[src/rtl/wb_stage_pkg.sv]
// Shared types for the write-back stage: load kinds and the load-tracking FSM states.
package wb_stage_pkg;

    typedef enum logic [2:0] {
        LB  = 3'd0,
        LBU = 3'd1,
        LH  = 3'd2,
        LHU = 3'd3,
        LW  = 3'd4,
        LWL = 3'd5,
        LWR = 3'd6
    } load_type_e;

    typedef enum logic [1:0] {
        IDLE  = 2'd0,
        WAIT  = 2'd1,
        DRAIN = 2'd2
    } wb_state_e;

endpackage

[src/rtl/wb_stage_load_align.sv]
// Little-endian load data alignment and extension, including the LWL/LWR merge with old rt.
import wb_stage_pkg::*;

module load_align (
    input  load_type_e  load_type,
    input  logic [1:0]  addr,
    input  logic [31:0] rdata,
    input  logic [31:0] rt,
    output logic [31:0] wdata
);

    logic [7:0]  sel_byte;
    logic [15:0] sel_half;

    always_comb begin
        sel_byte = rdata[{addr, 3'b000} +: 8];
        sel_half = addr[1] ? rdata[31:16] : rdata[15:0];
        wdata    = rdata;
        case (load_type)
            LB:  wdata = {{24{sel_byte[7]}}, sel_byte};
            LBU: wdata = {24'h0, sel_byte};
            LH:  wdata = {{16{sel_half[15]}}, sel_half};
            LHU: wdata = {16'h0, sel_half};
            LW:  wdata = rdata;
            // LWL fills the top of rt from the low bytes of the word, LWR the bottom from the high bytes
            LWL: begin
                case (addr)
                    2'd0:    wdata = {rdata[7:0],  rt[23:0]};
                    2'd1:    wdata = {rdata[15:0], rt[15:0]};
                    2'd2:    wdata = {rdata[23:0], rt[7:0]};
                    default: wdata = rdata;
                endcase
            end
            LWR: begin
                case (addr)
                    2'd0:    wdata = rdata;
                    2'd1:    wdata = {rt[31:24], rdata[31:8]};
                    2'd2:    wdata = {rt[31:16], rdata[31:16]};
                    default: wdata = {rt[31:8],  rdata[31:24]};
                endcase
            end
            default: wdata = rdata;
        endcase
    end

endmodule

[src/rtl/wb_stage.sv]
// MIPS write-back stage: retires MEM-stage instructions, waits for load responses and drives the
// register-file write port.
import wb_stage_pkg::*;

module wb_stage #(
    parameter logic [31:0] RESET_PC = 32'hbfc0_0000
) (
    input  logic        clk_i,
    input  logic        rst_i,
    input  logic        mem_valid_i,
    output logic        mem_ready_o,
    input  logic [31:0] mem_pc_i,
    input  logic        mem_we_i,
    input  logic [4:0]  mem_waddr_i,
    input  logic [31:0] mem_result_i,
    input  logic        mem_load_i,
    input  logic [2:0]  mem_load_type_i,
    input  logic [31:0] mem_rt_i,
    input  logic        dmem_rvalid_i,
    input  logic [31:0] dmem_rdata_i,
    input  logic        flush_i,
    output logic        wb_we_o,
    output logic [4:0]  wb_waddr_o,
    output logic [31:0] wb_wdata_o,
    output logic [31:0] wb_pc_o,
    output logic        wb_stall_o
);

    wb_state_e   state;
    logic        ld_we;
    logic [4:0]  ld_waddr;
    load_type_e  ld_type;
    logic [1:0]  ld_addr;
    logic [31:0] ld_rt;
    logic [31:0] ld_pc;
    logic [31:0] aligned;

    load_align u_align (
        .load_type (ld_type),
        .addr      (ld_addr),
        .rdata     (dmem_rdata_i),
        .rt        (ld_rt),
        .wdata     (aligned)
    );

    assign mem_ready_o = (state == IDLE) && !flush_i;
    assign wb_stall_o  = (state != IDLE);

    always_ff @(posedge clk_i or negedge rst_i) begin
        if (!rst_i) begin
            state      <= IDLE;
            wb_we_o    <= 1'b0;
            wb_waddr_o <= '0;
            wb_wdata_o <= '0;
            wb_pc_o    <= RESET_PC;
            ld_we      <= 1'b0;
            ld_waddr   <= '0;
            ld_type    <= LB;
            ld_addr    <= '0;
            ld_rt      <= '0;
            ld_pc      <= '0;
        end else begin
            wb_we_o <= 1'b0;
            case (state)
                IDLE: begin
                    if (mem_valid_i && !flush_i) begin
                        if (mem_load_i) begin
                            ld_we    <= mem_we_i;
                            ld_waddr <= mem_waddr_i;
                            ld_type  <= load_type_e'(mem_load_type_i);
                            ld_addr  <= mem_result_i[1:0];
                            ld_rt    <= mem_rt_i;
                            ld_pc    <= mem_pc_i;
                            state    <= WAIT;
                        end else begin
                            wb_we_o    <= mem_we_i && (mem_waddr_i != 5'd0);
                            wb_waddr_o <= mem_waddr_i;
                            wb_wdata_o <= mem_result_i;
                            wb_pc_o    <= mem_pc_i;
                        end
                    end
                end
                WAIT: begin
                    // A flush coinciding with the response consumes it; otherwise the late response is drained
                    if (flush_i) begin
                        state <= dmem_rvalid_i ? IDLE : DRAIN;
                    end else if (dmem_rvalid_i) begin
                        wb_we_o    <= ld_we && (ld_waddr != 5'd0);
                        wb_waddr_o <= ld_waddr;
                        wb_wdata_o <= aligned;
                        wb_pc_o    <= ld_pc;
                        state      <= IDLE;
                    end
                end
                DRAIN: begin
                    if (dmem_rvalid_i) begin
                        state <= IDLE;
                    end
                end
                default: state <= IDLE;
            endcase
        end
    end

endmodule

[config.mk]
export PLATFORM = sky130hd
export DESIGN_NAME = wb_stage
export DESIGN_NICKNAME = d
export VERILOG_FILES = /design/src/rtl/wb_stage_pkg.sv /design/src/rtl/wb_stage_load_align.sv /design/src/rtl/wb_stage.sv
export SDC_FILE = /design/constraint.sdc
export NUM_CORES = 1
export LEC_CHECK = 0
export ABC_AREA = 0
export BUFFER_PORTS_ARGS = -buffer_cell sky130_fd_sc_hd__buf_2
export CORE_ASPECT_RATIO = 1.2
export CORE_MARGIN = 5
export CORE_UTILIZATION = 25
export DETAILED_ROUTE_END_ITERATION = 10
export GPL_TIMING_DRIVEN = 0
export SLEW_MARGIN = 20
export SYNTH_ARGS = -nofsm -noshare
export SYNTH_HDL_FRONTEND = slang
export SYNTH_SLANG_ARGS = --single-unit
[constraint.sdc]
create_clock -name clk_i -period 1.9 [get_ports clk_i]
set_input_delay 0.095 -clock clk_i [delete_from_list [all_inputs] [get_ports clk_i]]
set_output_delay 0.095 -clock clk_i [all_outputs]
set_load 0.05 [all_outputs]
==> summary.txt <==
Run status
  • Status: finished with violations
  • Failing checks: setup timing

Cells and area
  • Most common cell after layout, fill and taps aside: buf_2
  • Area grow syn2layout: 46.8%
  • Final Non-Filler Cells: approximately 1500
  • Nets: 1260
  • Most frequent cells in the layout: 226 x buf_2, 135 x dfrtp_1, 128 x nand2_1
  • Layout cells sized above 1: a little over two fifths

Synth
  • Synth unique cells: between 50 and 60
  • Ys Warns: 0
  • Syn_area_per_cell: 10.4 um^2
  • Post-synth EDFFs: 0
  • Sequential area share after synthesis: around 46%
  • Post-synth ARST share: 100%
  • Post-synthesis register bit count: ~150
  • Mapped Cells: a little under 800
  • Top_reg_cell synth: dfrtp_1
  • Mapped Area: roughly 8000 um^2
  • Net count after synthesis: about 900

Routing
  • Via Count: between 7000 and 8000
  • Drc violations: 0
  • Detailed-route wire length: ~33 mm
  • Final ANT Viol Nets: 0
  • DR vias/cell: 5.06
  • Drt first-iter violations: between 500 and 600
  • WL per Instance: between 20 and 25 um
  • First-pass iteration count of the detailed router: 6

Global route
  • Largest net degree at the start of global routing: between 80 and 90
  • Initial antenna violation count: 6
  • Total GRT Usage: between 10% and 20%
  • Total grt overflow: 0
  • First-pass GRT wire length: 49.2 mm
  • Number of global-route vias before repair: between 8000 and 9000

Die
  • Starting Density: roughly 25%
  • Area of the die: ~36000 um^2
  • Die Span X: roughly 170 um
  • Core Area: 32100 um^2
  • Die Span Y: slightly above 200 um
  • Std-Cell Rows: 72
  • I/O Pins: 215

Worst setup path
  • Crit path largest cell delay: approximately 0.43 ns
  • CP Data Required Time: 2.20 ns
  • Startpoint class of the critical path: flip-flop
  • Crit-path max FO: 6
  • Worst setup EP type: flip-flop
  • Crit path cell chain: or3b_4 > a211o_4 > buf_4 > clkbuf_16 > a21oi_1 > a31oi_1
  • Slowest cell on crit path: dfrtp_2
  • CP Class: reg2reg
  • Crit path DAT: between 2 and 2.5 ns

CTS
  • Root buffer cell: clkbuf_16
  • Max Root-Sink Buffers: 2
  • CTS clk-pin slew, worst paths: 0.07 ns
  • H-tree depth: 4
  • Clk sinks: between 100 and 150
  • Worst-skew pair later-pin latency: between 0.4 and 0.5 ns
  • CTS Buf Count: 17
  • TritonCTS clock tree: done

Placement
  • Placed Cells incl. Taps: about 1400
  • PortBufs: 214
  • Gp weighted congestion: between 0.9 and 1
  • DP HPWL: 24.3 mm
  • Place WS: -0.336 ns

Power and ir drop
  • Static Leakage: just over 5 nW
  • Cell Pwr Density: 1150 nW/um^2
  • Worst vdd ir: approximately 0.00052 V

Timing
  • Period Utilization, post-route: 101%
  • Unrepaired setup endpoints after global routing: yes
  • Fmax: 0.524 GHz
  • Final Hold Viols: 0
  • Final Skew: about 0.014 ns
  • Worst slew margin: between 50% and 60%
  • Total negative slack: -0.00985 ns
  • Max-slew violations: 0
  • Least-Margin Pin Slew: 0.682 ns
  • Final worst slack: -0.00985 ns
  • Min Tclk post-route: around 1.9 ns
  • Final setup violation count: 1

Hold path
  • Worst min-delay path class: in2reg

Run
  • Max Cap Viol: 0
[layout make-up]
type,count,area (um^2)
Timing Repair Buffer,320,2220
Buffer,63,538
Tap cell,407,509
Clock buffer,19,433
Clock inverter,13,186
Multi-Input combinational cell,566,4270
Sequential cell,147,3690
Fill cell,3236,20200
Antenna cell,6,15.0
Inverter,2,7.51
[kinds of logic (layout without fill, tap and decap cells)]
kind of cell | after synthesis | in the layout | synth area share, %
simple gates | 232 | 232 | 11.9
compound gates | 196 | 196 | 18.8
flops | 147 | 147 | 45.6
mux | 138 | 138 | 18.7
buf+inv | 66 | 417 | 4.92
other cells | 0 | 6 | 0
[state kept, by name, indices dropped and copies added, names as in the netlist]
register	flops
wb_wdata_o	32
wb_waddr_o	5
wb_pc_o	32
ld_we	1
wb_we_o	1
state	2
ld_rt	32
ld_waddr	5
ld_pc	32
ld_type	3
ld_addr	2
[synth_stat cells, types with 5 or more instances]
library cell / count / share of area (%)
nand2_1: 131 / 6.1
a32oi_1: 7 / 0.76
mux2_2: 88 / 12
o221ai_2: 9 / 1.7
buf_4: 6 / 0.56
mux2i_1: 48 / 5.9
nand2b_1: 5 / 0.39
dfrtp_1: 138 / 43
a21oi_1: 28 / 1.7
o221ai_1: 16 / 1.7
dfstp_2: 9 / 2.9
nor3_1: 5 / 0.31
nand3_1: 12 / 0.74
a31oi_1: 46 / 3.6
nor2_1: 61 / 2.8
o21ai_0: 12 / 0.74
o22ai_1: 11 / 0.85
buf_2: 26 / 1.6
a22oi_1: 10 / 0.93
o221a_2: 8 / 1.1
o2111a_1: 5 / 0.70
clkbuf_1: 19 / 0.88
buf_6: 9 / 1.3
o211ai_1: 22 / 2.0
[metal layers]
layer,vias up,GRT usage (%),share of wire (%)
met5,-,0,0
li1,3578,-,-
met3,48,4.03,7.3
met2,334,29.8,49
met1,3848,21.4,40
met4,0,7.43,3.5
[power breakdown]
part | switching [W] | internal [W]
sequential | 0.000552 | 0.00396
combinational | 0.00356 | 0.00196
clock | 0.00142 | 0.00220
[repair_timing]
item	4_1_cts	5_1_grt
resized for setup	59	73
endpoints found under the setup margin	69	69
endpoints found under the hold margin	202	0
setup buffers	9	5
pin swaps	11	15
hold buffers	87	0
gates cloned	1	3
[worst max-delay path: cells and delay by family (launching register included)]
family	cells	cell delay (ns)
AO/OA/AOI/OAI	3	0.62
flip-flops	1	0.43
AND/OR/NAND/NOR	1	0.41
buffers and inverters	2	0.31
[stage by stage]
| stage | instance area [um^2] | utilization, % | hold WS (ns) | power [W] |
|---|---|---|---|---|
| final | 11900 | 37.0 | 0.0284 | 0.0136 |
| after global routing | 11900 | 37.0 | 0.0123 | 0.0143 |
| after CTS | 11600 | 36.1 | 0.0000217 | 0.0135 |
| after detailed placement | 9720 | 30.3 | 0.159 | 0.00950 |
| after global placement | 9680 | 30.2 | 0.328 | 0.00942 |
| after floorplan | 8100 | - | -0.201 | 0.00798 |
[worst paths after layout]
check / slack, ns / endpoint / from / depth (start not counted)
hold / removal: 0.03 / wb_wdata_o[8] / dmem_rdata_i[8] / 3
max in group asynchronous: 0.80 / wb_pc_o[25] / rst_i / 3
min in group asynchronous: 0.27 / ld_rt[14] / rst_i / 2
setup reg to reg: -0.01 / wb_wdata_o[19] / state[0] / 6
hold reg to reg: 0.50 / wb_pc_o[23] / ld_pc[23] / 2
setup / recovery: -0.01 / wb_wdata_o[19] / state[0] / 6
No activity file was read; power rests on OpenSTA's default activity.
